<file path="src/rtl/fighter_pkg.sv">
// Shared fighter definitions: state encoding, sprite width and x clamping.
// Used by the fighter state machine and by the hit stage.
package fighter_pkg;

  localparam logic [3:0] ST_IDLE       = 4'd0;
  localparam logic [3:0] ST_MOVE_FWD   = 4'd1;
  localparam logic [3:0] ST_MOVE_BWD   = 4'd2;
  localparam logic [3:0] ST_STARTUP    = 4'd3;
  localparam logic [3:0] ST_ATTACK_ACT = 4'd6;
  localparam logic [3:0] ST_RECOVERY   = 4'd7;
  localparam logic [3:0] ST_STUN       = 4'd8;
  localparam logic [3:0] ST_BLOCKSTUN  = 4'd9;

  localparam int SPRITE_W = 64;
  localparam int CNT_W    = 6;

  function automatic logic signed [10:0] clamp_x(
    input logic signed [10:0] v,
    input logic signed [10:0] lo,
    input logic signed [10:0] hi
  );
    if (v < lo) return lo;
    if (v > hi) return hi;
    return v;
  endfunction

endpackage

</file>
<file path="src/rtl/fighter_fsm_edge_latch.sv">
// Rising-edge detector with a request latch held until the next frame tick.
// Ports: clk, reset, sig (level in), clr (frame tick), req (pending request).
module edge_latch (
  input  logic clk,
  input  logic reset,
  input  logic sig,
  input  logic clr,
  output logic req
);
  import fighter_pkg::*;

  logic prev;
  logic armed;
  logic held;
  logic rise;

  // armed stays low for the first clock after reset so a level that is
  // already high at release is taken as history, not as an edge
  assign rise = armed & sig & ~prev;
  assign req  = held | rise;

  always_ff @(posedge clk or posedge reset) begin
    if (reset) begin
      prev  <= 1'b0;
      armed <= 1'b0;
      held  <= 1'b0;
    end else begin
      prev  <= sig;
      armed <= 1'b1;
      held  <= clr ? 1'b0 : req;
    end
  end

endmodule

</file>
<file path="src/rtl/fighter_fsm.sv">
// Per-player fighter state machine: movement, attack phases and stun.
// Ports: clk, reset, frame_tick, btn_left/right/attack, opp_x, stun_in ->
// state, x, attacking, dir_attacking. Macro FIGHTER_BLOCK_EN adds blockstun.
module fighter_fsm #(
  parameter int         FACING       = 0,
  parameter logic [9:0] X_INIT       = 10'd100,
  parameter logic [9:0] X_MIN        = 10'd0,
  parameter logic [9:0] X_MAX        = 10'd576,
  parameter int         SPD_FWD      = 3,
  parameter int         SPD_BWD      = 2,
  parameter int         STARTUP      = 5,
  parameter int         ACTIVE       = 2,
  parameter int         RECOVERY     = 16,
  parameter int         DIR_STARTUP  = 4,
  parameter int         DIR_ACTIVE   = 3,
  parameter int         DIR_RECOVERY = 15,
  parameter int         STUN         = 30,
  parameter int         BLOCKSTUN    = 10
) (
  input  logic       clk,
  input  logic       reset,
  input  logic       frame_tick,
  input  logic       btn_left,
  input  logic       btn_right,
  input  logic       btn_attack,
  input  logic [9:0] opp_x,
  input  logic       stun_in,
  output logic [3:0] state,
  output logic [9:0] x,
  output logic       attacking,
  output logic       dir_attacking
);
  import fighter_pkg::*;

`ifdef FIGHTER_BLOCK_EN
  localparam logic BLOCK_EN = 1'b1;
`else
  localparam logic BLOCK_EN = 1'b0;
`endif

  localparam logic FLIP = (FACING != 0);

  logic             fwd;
  logic             bwd;
  logic             go_fwd;
  logic             go_bwd;
  logic             attack_req;
  logic             stun_req;
  logic [CNT_W-1:0] cnt;

  logic [3:0]       state_n;
  logic [9:0]       x_n;
  logic             atk_n;
  logic             dir_n;
  logic [CNT_W-1:0] cnt_n;
  logic             last;
  logic             neutral;

  assign fwd    = FLIP ? btn_left : btn_right;
  assign bwd    = FLIP ? btn_right : btn_left;
  assign go_fwd = fwd & ~bwd;
  assign go_bwd = bwd & ~fwd;

  edge_latch u_atk (
    .clk   (clk),
    .reset (reset),
    .sig   (btn_attack),
    .clr   (frame_tick),
    .req   (attack_req)
  );

  edge_latch u_stun (
    .clk   (clk),
    .reset (reset),
    .sig   (stun_in),
    .clr   (frame_tick),
    .req   (stun_req)
  );

  // candidate position if this frame is a move frame
  logic signed [10:0] xs;
  logic signed [10:0] mag;
  logic signed [10:0] sum;
  logic signed [10:0] cl;
  logic signed [11:0] cl12;
  logic signed [11:0] xs12;
  logic signed [11:0] lim;
  logic               plus;
  logic [9:0]         x_mv;

  always_comb begin
    xs   = signed'({1'b0, x});
    mag  = go_fwd ? signed'(11'(SPD_FWD)) : signed'(11'(SPD_BWD));
    plus = go_fwd ? ~FLIP : FLIP;
    sum  = plus ? xs + mag : xs - mag;
    cl   = clamp_x(sum, signed'({1'b0, X_MIN}), signed'({1'b0, X_MAX}));
    cl12 = {cl[10], cl};
    xs12 = {xs[10], xs};
    lim  = FLIP ? signed'({2'b00, opp_x}) + signed'(12'(SPRITE_W))
                : signed'({2'b00, opp_x}) - signed'(12'(SPRITE_W));
    x_mv = cl[9:0];
    // forward steps stop at the opponent's sprite; inside the gap we
    // hold rather than push back
    if (go_fwd) begin
      if (!FLIP) begin
        if (xs12 > lim) x_mv = x;
        else if (cl12 > lim) x_mv = lim[9:0];
      end else begin
        if (xs12 < lim) x_mv = x;
        else if (cl12 < lim) x_mv = lim[9:0];
      end
    end
  end

  always_comb begin
    state_n = state;
    x_n     = x;
    atk_n   = attacking;
    dir_n   = dir_attacking;
    cnt_n   = cnt;
    last    = (cnt == CNT_W'(1));
    neutral = (state == ST_IDLE) || (state == ST_MOVE_FWD) ||
              (state == ST_MOVE_BWD);
    if (stun_req) begin
      atk_n = 1'b0;
      dir_n = 1'b0;
      if (BLOCK_EN && state == ST_MOVE_BWD) begin
        state_n = ST_BLOCKSTUN;
        cnt_n   = CNT_W'(BLOCKSTUN);
      end else begin
        state_n = ST_STUN;
        cnt_n   = CNT_W'(STUN);
      end
    end else begin
      unique case (1'b1)
        neutral: begin
          if (attack_req) begin
            state_n = ST_STARTUP;
            cnt_n   = fwd ? CNT_W'(DIR_STARTUP) : CNT_W'(STARTUP);
            atk_n   = ~fwd;
            dir_n   = fwd;
          end else if (go_fwd) begin
            state_n = ST_MOVE_FWD;
            x_n     = x_mv;
          end else if (go_bwd) begin
            state_n = ST_MOVE_BWD;
            x_n     = x_mv;
          end else begin
            state_n = ST_IDLE;
          end
        end
        (state == ST_STARTUP): begin
          if (last) begin
            state_n = ST_ATTACK_ACT;
            cnt_n   = dir_attacking ? CNT_W'(DIR_ACTIVE) : CNT_W'(ACTIVE);
          end else begin
            cnt_n = cnt - CNT_W'(1);
          end
        end
        (state == ST_ATTACK_ACT): begin
          if (last) begin
            state_n = ST_RECOVERY;
            cnt_n   = dir_attacking ? CNT_W'(DIR_RECOVERY)
                                    : CNT_W'(RECOVERY);
          end else begin
            cnt_n = cnt - CNT_W'(1);
          end
        end
        (state == ST_RECOVERY): begin
          if (last) begin
            state_n = ST_IDLE;
            cnt_n   = '0;
            atk_n   = 1'b0;
            dir_n   = 1'b0;
          end else begin
            cnt_n = cnt - CNT_W'(1);
          end
        end
        (state == ST_STUN) || (state == ST_BLOCKSTUN): begin
          if (last) begin
            state_n = ST_IDLE;
            cnt_n   = '0;
          end else begin
            cnt_n = cnt - CNT_W'(1);
          end
        end
        default: begin
          state_n = ST_IDLE;
          cnt_n   = '0;
          atk_n   = 1'b0;
          dir_n   = 1'b0;
        end
      endcase
    end
  end

  always_ff @(posedge clk or posedge reset) begin
    if (reset) begin
      state         <= ST_IDLE;
      x             <= X_INIT;
      attacking     <= 1'b0;
      dir_attacking <= 1'b0;
      cnt           <= '0;
    end else if (frame_tick) begin
      state         <= state_n;
      x             <= x_n;
      attacking     <= atk_n;
      dir_attacking <= dir_n;
      cnt           <= cnt_n;
    end
  end

endmodule

</file>
<file path="config.mk">
export PLATFORM = sky130hd
export DESIGN_NAME = fighter_fsm
export DESIGN_NICKNAME = d
export VERILOG_FILES = /design/src/rtl/fighter_pkg.sv /design/src/rtl/fighter_fsm_edge_latch.sv /design/src/rtl/fighter_fsm.sv
export SDC_FILE = /design/constraint.sdc
export NUM_CORES = 1
export LEC_CHECK = 0
export BUFFER_PORTS_ARGS = -buffer_cell sky130_fd_sc_hd__buf_2
export CAP_MARGIN = 10
export CORE_MARGIN = 4
export CORE_UTILIZATION = 30
export DETAILED_ROUTE_END_ITERATION = 16
export SETUP_SLACK_MARGIN = 0.5
export SYNTH_ARGS = -nofsm -noshare
export SYNTH_HDL_FRONTEND = slang
export SYNTH_SLANG_ARGS = --single-unit
</file>
<file path="constraint.sdc">
create_clock -name clk -period 10.8 [get_ports clk]
set_input_delay 1.08 -clock clk [delete_from_list [all_inputs] [get_ports clk]]
set_output_delay 1.08 -clock clk [all_outputs]
set_load 0.01 [all_outputs]
</file>
# Yosys cells after proc, flatten, opt, wreduce, memory -nomap -nowiden
# Index checks and enable logic that the tools add are counted.
# Widths: inputs -> output; s select.
totals:
  word_cells: 98
  in_bits: 17
  output_inout_bits: 16
  register_bits: 27
classes:
  n_eq_ne: 14
  magnitude_cmp: 4
  muxes: 41
  reduce_logical: 11
  n_bitwise: 14
  addsub: 4
op_table:
  columns: ["cell", "n"]
  rows:
  - ["$mux 11", 5]
  - ["$mux 10", 5]
  - ["$mux 6", 5]
  - ["$pmux 6 s4", 1]
  - ["$gt 11x11->1", 2]
  - ["$mux 4", 4]
  - ["$pmux 4 s4", 1]
  - ["$mux 1", 14]
  - ["$add 10x2->11", 1]
  - ["$gt 11x11->1 const B", 1]
  - ["$lt 11x1->1 const B", 1]
  - ["$sub 10x2->11", 1]
  - ["$sub 10x7->11 const B", 1]
  - ["$ne 3x2->1 const B", 3]
  - ["$eq 4x2->1 const B", 2]
  - ["$eq 4x3->1 const B", 2]
  - ["$eq 4x4->1 const B", 2]
  - ["$reduce_and 4->1", 2]
  - ["$and 1x1->1", 6]
  - ["$eq 6x1->1 const B", 1]
  - ["$mux 2", 3]
  - ["$ne 3x1->1 const B", 2]
  - ["$not 1->1", 6]
  - ["$pmux 1 s3", 2]
  - ["other kinds (12)", 15]

# Logic depth before layout (Yosys ltp)
logic_depth:
  ltp_word: 16
  mapped_depth: 23
  ltp_nobuf: 22

# Cells and area by module
# From an unflattened synthesis, not the netlist that was laid out.
hier_totals:
  cells_unflattened: 342
  area_unflattened_um2: 2753.9
modules_own_cells:
  columns: ["module", "n_inst", "seq_area_each_um2", "cells_each", "area_each_um2"]
  rows:
  - ["fighter_fsm", 1, 554.3, 324, 2538.7]
  - ["edge_latch", 2, 75.1, 9, 107.6]

# Least setup slack after synthesis
# No wires, ideal clock.
synth_timing:
  kind: "input to register"
  from: "in btn_left"
  to: "reg x[4]"
  arrival_time_ns: 4.820
  setup_time_ns: 0.092
  required_ns: 10.708
  setup_slack_ns: 5.888
  path_stages: 23
  path_buffers: 2
  path_cell_list: "inv_1 ha_1 buf_6 inv_1 ha_1 nand2_1 o21ai_4 o31ai_4 mux2_1 nand3b_1 nand4b_2 nand3_2 buf_6 nor2_1 ha_1 nor2b_1 o21a_1 o21bai_1 a31o_2 a211o_1 nor2_1 a22oi_1 o31ai_2"
synth_between:
  elab_chain_cells: 16
  word_cells_on_any_way: 24
  cone_classes: "2 x add/sub; 3 x order compare; 14 x mux; 3 x bitwise; 2 x reduce/logical"
synth_lines:
  columns: ["element", "line_no", "source"]
  rows:
  - ["from (decl)", "fighter_fsm.sv:23", "input logic btn_left,"]
  - ["$not 1->1", "fighter_fsm.sv:61", "assign go_fwd = fwd & ~bwd;"]
  - ["$and 1x1->1", "fighter_fsm.sv:61", null]
  - ["$mux 1", "fighter_fsm.sv:93, fighter_fsm.sv:94", null]
  - ["$sub 10x2->11 or $add 10x2->11 (tied branches)", "fighter_fsm.sv:95", "sum = plus ? xs + mag : xs - mag;"]
  - ["$mux 11", "fighter_fsm.sv:95", null]
  - ["$gt 11x11->1", "fighter_pkg.sv:23", "if (v > hi) return hi;"]
  - ["$mux 1 (2 in series)", "fighter_pkg.sv:23", null]
  - ["$mux 11", "fighter_pkg.sv:24", "return v;"]
  - ["$mux 11", "fighter_pkg.sv:23", null]
  - ["$gt 11x11->1", "fighter_fsm.sv:107", "else if (cl12 > lim) x_mv = lim[9:0];"]
  - ["$mux 10", "fighter_fsm.sv:107", null]
  - ["$mux 10", "fighter_fsm.sv:106", "if (xs12 > lim) x_mv = x;"]
  - ["$mux 10", "fighter_fsm.sv:104", "if (go_fwd) begin"]
  - ["$mux 10", "fighter_fsm.sv:145", "end else if (go_bwd) begin"]
  - ["$mux 10", "fighter_fsm.sv:142", "end else if (go_fwd) begin"]
  - ["to (signal assigned)", "fighter_fsm.sv:206", "x <= x_n;"]
  - ["to (decl)", "fighter_fsm.sv:29", "output logic [9:0] x,"]
# Parallel ways exist; a longest one is shown, timed or not. The select of a mux whose other input is x is not followed.
# A chain may end at the register's enable or synchronous reset.

# Worst setup path in the final report
layout_timing:
  from: "in btn_left"
  to: "reg x[5]"
# Same word-level chain as after synthesis.

==> results.yml <==
yosys:
  synthCells: 319
  synthMuxAreaShare_pct: 0.7777
  ys_seq_area_share_pct: 24.84
  synthAdderAreaFrac_pct: 16.47
  syn_area_sq_mm: 0.002735
  syn-num-nets: 372
  synth_compound_area_share_pct: 26.53
  synth_edf_count: 0
  syn_avg_cell_area_sq_um: 8.574
  synth-xor-area-share_pct: 5.672
  ys_ff_latch: 27
  synthFlopType: "dfrtp_1"
  synthArstFlopShare_pct: 100.0
  synth_warnings: 0
  synth_top_family_by_area: "compound AO/OA/AOI/OAI gates"
  synth_cell_types: 64
  synth-simple-area-share_pct: 20.13
sta:
  hold_viol_final: 0
  maxSlewViolCount: 0
  maxSlewHeadroom_pct: 29.17
  max_freq_mhz: 180.6
  worst_slack_ps: 5264
  worst_pin_slew_ps: 1061
  rsz0062_at_grt: "no"
  setup_viol: 0
  finalSetupTns_ps: 0
  fin_crit_sh_pct: 51.26
  whs_ps: 524.0
  skew_ps: 3.383
  min_period_ps: 5536
clocking:
  cts_buffers: 3
  clock_path_buffers: 2
  cts_hold_buf: 0
  clkLatencyLatePin_ps: 280
  tritoncts: "done"
  cts-root-buf: "clkbuf_8"
  clk_pin_slew_ps: 100
  cts_resized: 0
  clock-sinks: 27
  post_cts_buffers: 0
  htreeDepth: 1
setup_path:
  slowest_stage: "ha_1"
  r2r-start: "x[0]$_DFFE_PP0P_"
  cp.depth: 21
  endpoint_kind: "flop"
  cp.arrival_ps: 5720
  worstPathMaxFanout: 11
  crit_path_start_kind: "input port"
  r2r_cells: 19
  path_common_cell: "ha_1"
  critPathBufInv: 3
  slowest_delay_ps: 380
  cp_cell_sequence: "buf_2, inv_1, ha_1, inv_1, ha_1, and3b_1, o21ai_1, o21ai_0, o31ai_1, nand2b_1, xor2_1, nand3_2, nor2_1, ha_1, nand4_1, o21bai_1, a31o_2, a211o_1, nor2_1, a22oi_1, o31ai_1"
  crit_path_start: "btn_left"
  cp.required_ps: 10990
  critical_path.top_delay_family: "compound AO/OA/AOI/OAI gates"
  setup.worst_path.class: "in -> reg"
power:
  p_clk_share_pct: 7.0
  netSwitchingPower_uw: 454.8
  vdd_drop_max_mv: 0.09685
  power.density_mw_per_mm2: 288.9
  switching_share_pct: 52.06
  intPower_uw: 418.8
  p_seq_share_pct: 22.4
  p_leak_uw: 0.001389
  combPwrFrac_pct: 70.6
floorplan:
  core_area_sq_mm: 0.008806
  die_h_um: 103.5
  initial_utilization_pct: 31.06
  num_rows: 34
  dieArea_sq_mm: 0.01071
  io_pins: 33
  die_x_um: 103.5
detailed_routing:
  drt_wl_total_um: 7023
  wire_per_inst_um: 15.50
  first_pass_iters: 4
  drt_iter0_markers: 142
  num_vias: 2475
  drtAntennaViolNets: 0
  remaining_drc_errors: 0
  viasPerCell: 5.464
grt:
  grt_pass1_vias: 2508
  grt_pass1_wl_um: 12040
  antenna_found_initial: 0
  grt_overflow: 0
  grt_use_total_pct: 13.99
  grt_max_degree: 28
finish:
  area_growth_pct: 10.57
  layout_commonest_cell: "ha_1"
  diodes: 0
  seq_area_sq_um: 679.4
  final_util_pct: 34.34
  fin_nets: 399
  drive_above_1_share_pct: 17.10
  mostFrequentLayoutCells: "ha_1, buf_2, nor2_1"
  fill_cells: 885
  multi_input_area_sq_mm: 0.001907
placement:
  dp.final_hpwl_um: 5679
  io_buffers: 32
  gp_congestion: 0.9612
  pre_cts_slack_ps: 5058
job:
  drv_cap: 0
outcome:
  status: "finished clean"
hold_path:
  hold_start: "u_atk.held$_DFF_PP0_"
  worstHoldPathCells: 2
  hp-class: "reg -> reg"
[cells in the mapped netlist (3+ instances only)]
master / instances / area share (%)
a22oi_1: 5 / 1.4
nand4_1: 6 / 1.4
a31o_2: 3 / 0.96
nand3_1: 10 / 1.8
a22o_1: 3 / 0.96
o31ai_2: 4 / 1.8
xor2_1: 6 / 1.9
a221o_1: 4 / 1.5
a211o_1: 4 / 1.3
xnor2_1: 8 / 2.6
dfstp_2: 3 / 2.9
o21ai_0: 16 / 2.9
nor3_1: 7 / 1.3
o21a_1: 4 / 1.1
clkbuf_1: 6 / 0.82
nor2b_1: 7 / 1.6
nor2_1: 26 / 3.6
nand2b_1: 4 / 0.91
dfrtp_1: 24 / 22
a21o_1: 6 / 1.6
nor4_1: 4 / 0.91
a31oi_1: 8 / 1.8
ha_1: 36 / 16
nand2_1: 24 / 3.3
o21ai_1: 6 / 1.1
nor4b_1: 3 / 0.96
a21oi_1: 14 / 2.6
inv_1: 25 / 3.4
[path summary, 6_finish.rpt]
check                                         end  slack, ps
max reg2reg                      x[5]$_DFFE_PP1P_       6520
min in group asynchronous  u_stun.armed$_DFF_PP0_       1050
min                          u_atk.held$_DFF_PP0_        520
min reg2reg                  u_atk.held$_DFF_PP0_        520
max                              x[5]$_DFFE_PP1P_       5260
max in group asynchronous    state[1]$_DFFE_PP0P_       9120
[state kept, by name (all words and copies together), names as in the netlist]
name and flops:
u_stun.held 1, u_atk.prev 1, u_atk.held 1, u_stun.prev 1, cnt 6, dir_attacking 1, x 10, attacking 1
u_stun.armed 1, state 4
[per-stage QoR]
| stage | area [sq um] | cells | total power, uW |
|---|---|---|---|
| 2_1_floorplan | 2735 | 319 | 670.4 |
| 3_3_place_gp | 2975 | 449 | 802.2 |
| 3_5_place_dp | 2975 | 449 | 810.3 |
| 4_1_cts | 3024 | 453 | 875.1 |
| 5_1_grt | 3024 | 453 | 964.2 |
| 6_report | 3024 | 453 | 873.6 |
[kinds of logic after synthesis]
group | count (synthesis)
AOI/OAI and AO/OA | 98
xor gates and xnor gates | 16
adders and majority gates | 36
buffers and inverters | 35
DFF | 27
muxes | 2
other | 1
and+or+nand+nor | 104
[metal layers]
| layer | vias to the layer above | part of all wire, % | GRT usage (%) |
|---|---|---|---|
| met5 | - | 0 | 0 |
| met4 | 0 | 2.2 | 4.582 |
| met3 | 14 | 4.2 | 1.476 |
| met2 | 64 | 50 | 23.77 |
| met1 | 1167 | 44 | 18.51 |
| li1 | 1230 | - | - |
[worst reg2reg max path: cells and delay by family (launching register included)]
kind | cells | cell delay [ps]
compound gates | 7 | 1510
fa+ha+maj | 3 | 560
flops | 1 | 420
buf+inv | 1 | 60
xor+xnor | 1 | 370
simple gates | 7 | 1280
[final cells by class]
| type | instances | share of cell area, % |
|---|---|---|
| Clock buffer | 3 | 1.365 |
| Clock inverter | 1 | 0.2482 |
| Inverter | 25 | 3.103 |
| Multi-Input combinational cell | 257 | 63.05 |
| Sequential cell | 27 | 22.47 |
| Tap cell | 108 | 4.468 |
| Timing Repair Buffer | 32 | 5.296 |
[power groups by stage]
stage	registers [uW]	clock network, uW	logic [uW]
after detailed placement	197	0	613
after floorplan	188	0	483
after global placement	197	0	605
after CTS	196	63.2	616
final	196	61.1	616
after global routing	205	68.9	691
Note: power is estimated with default switching activity, not from simulation.
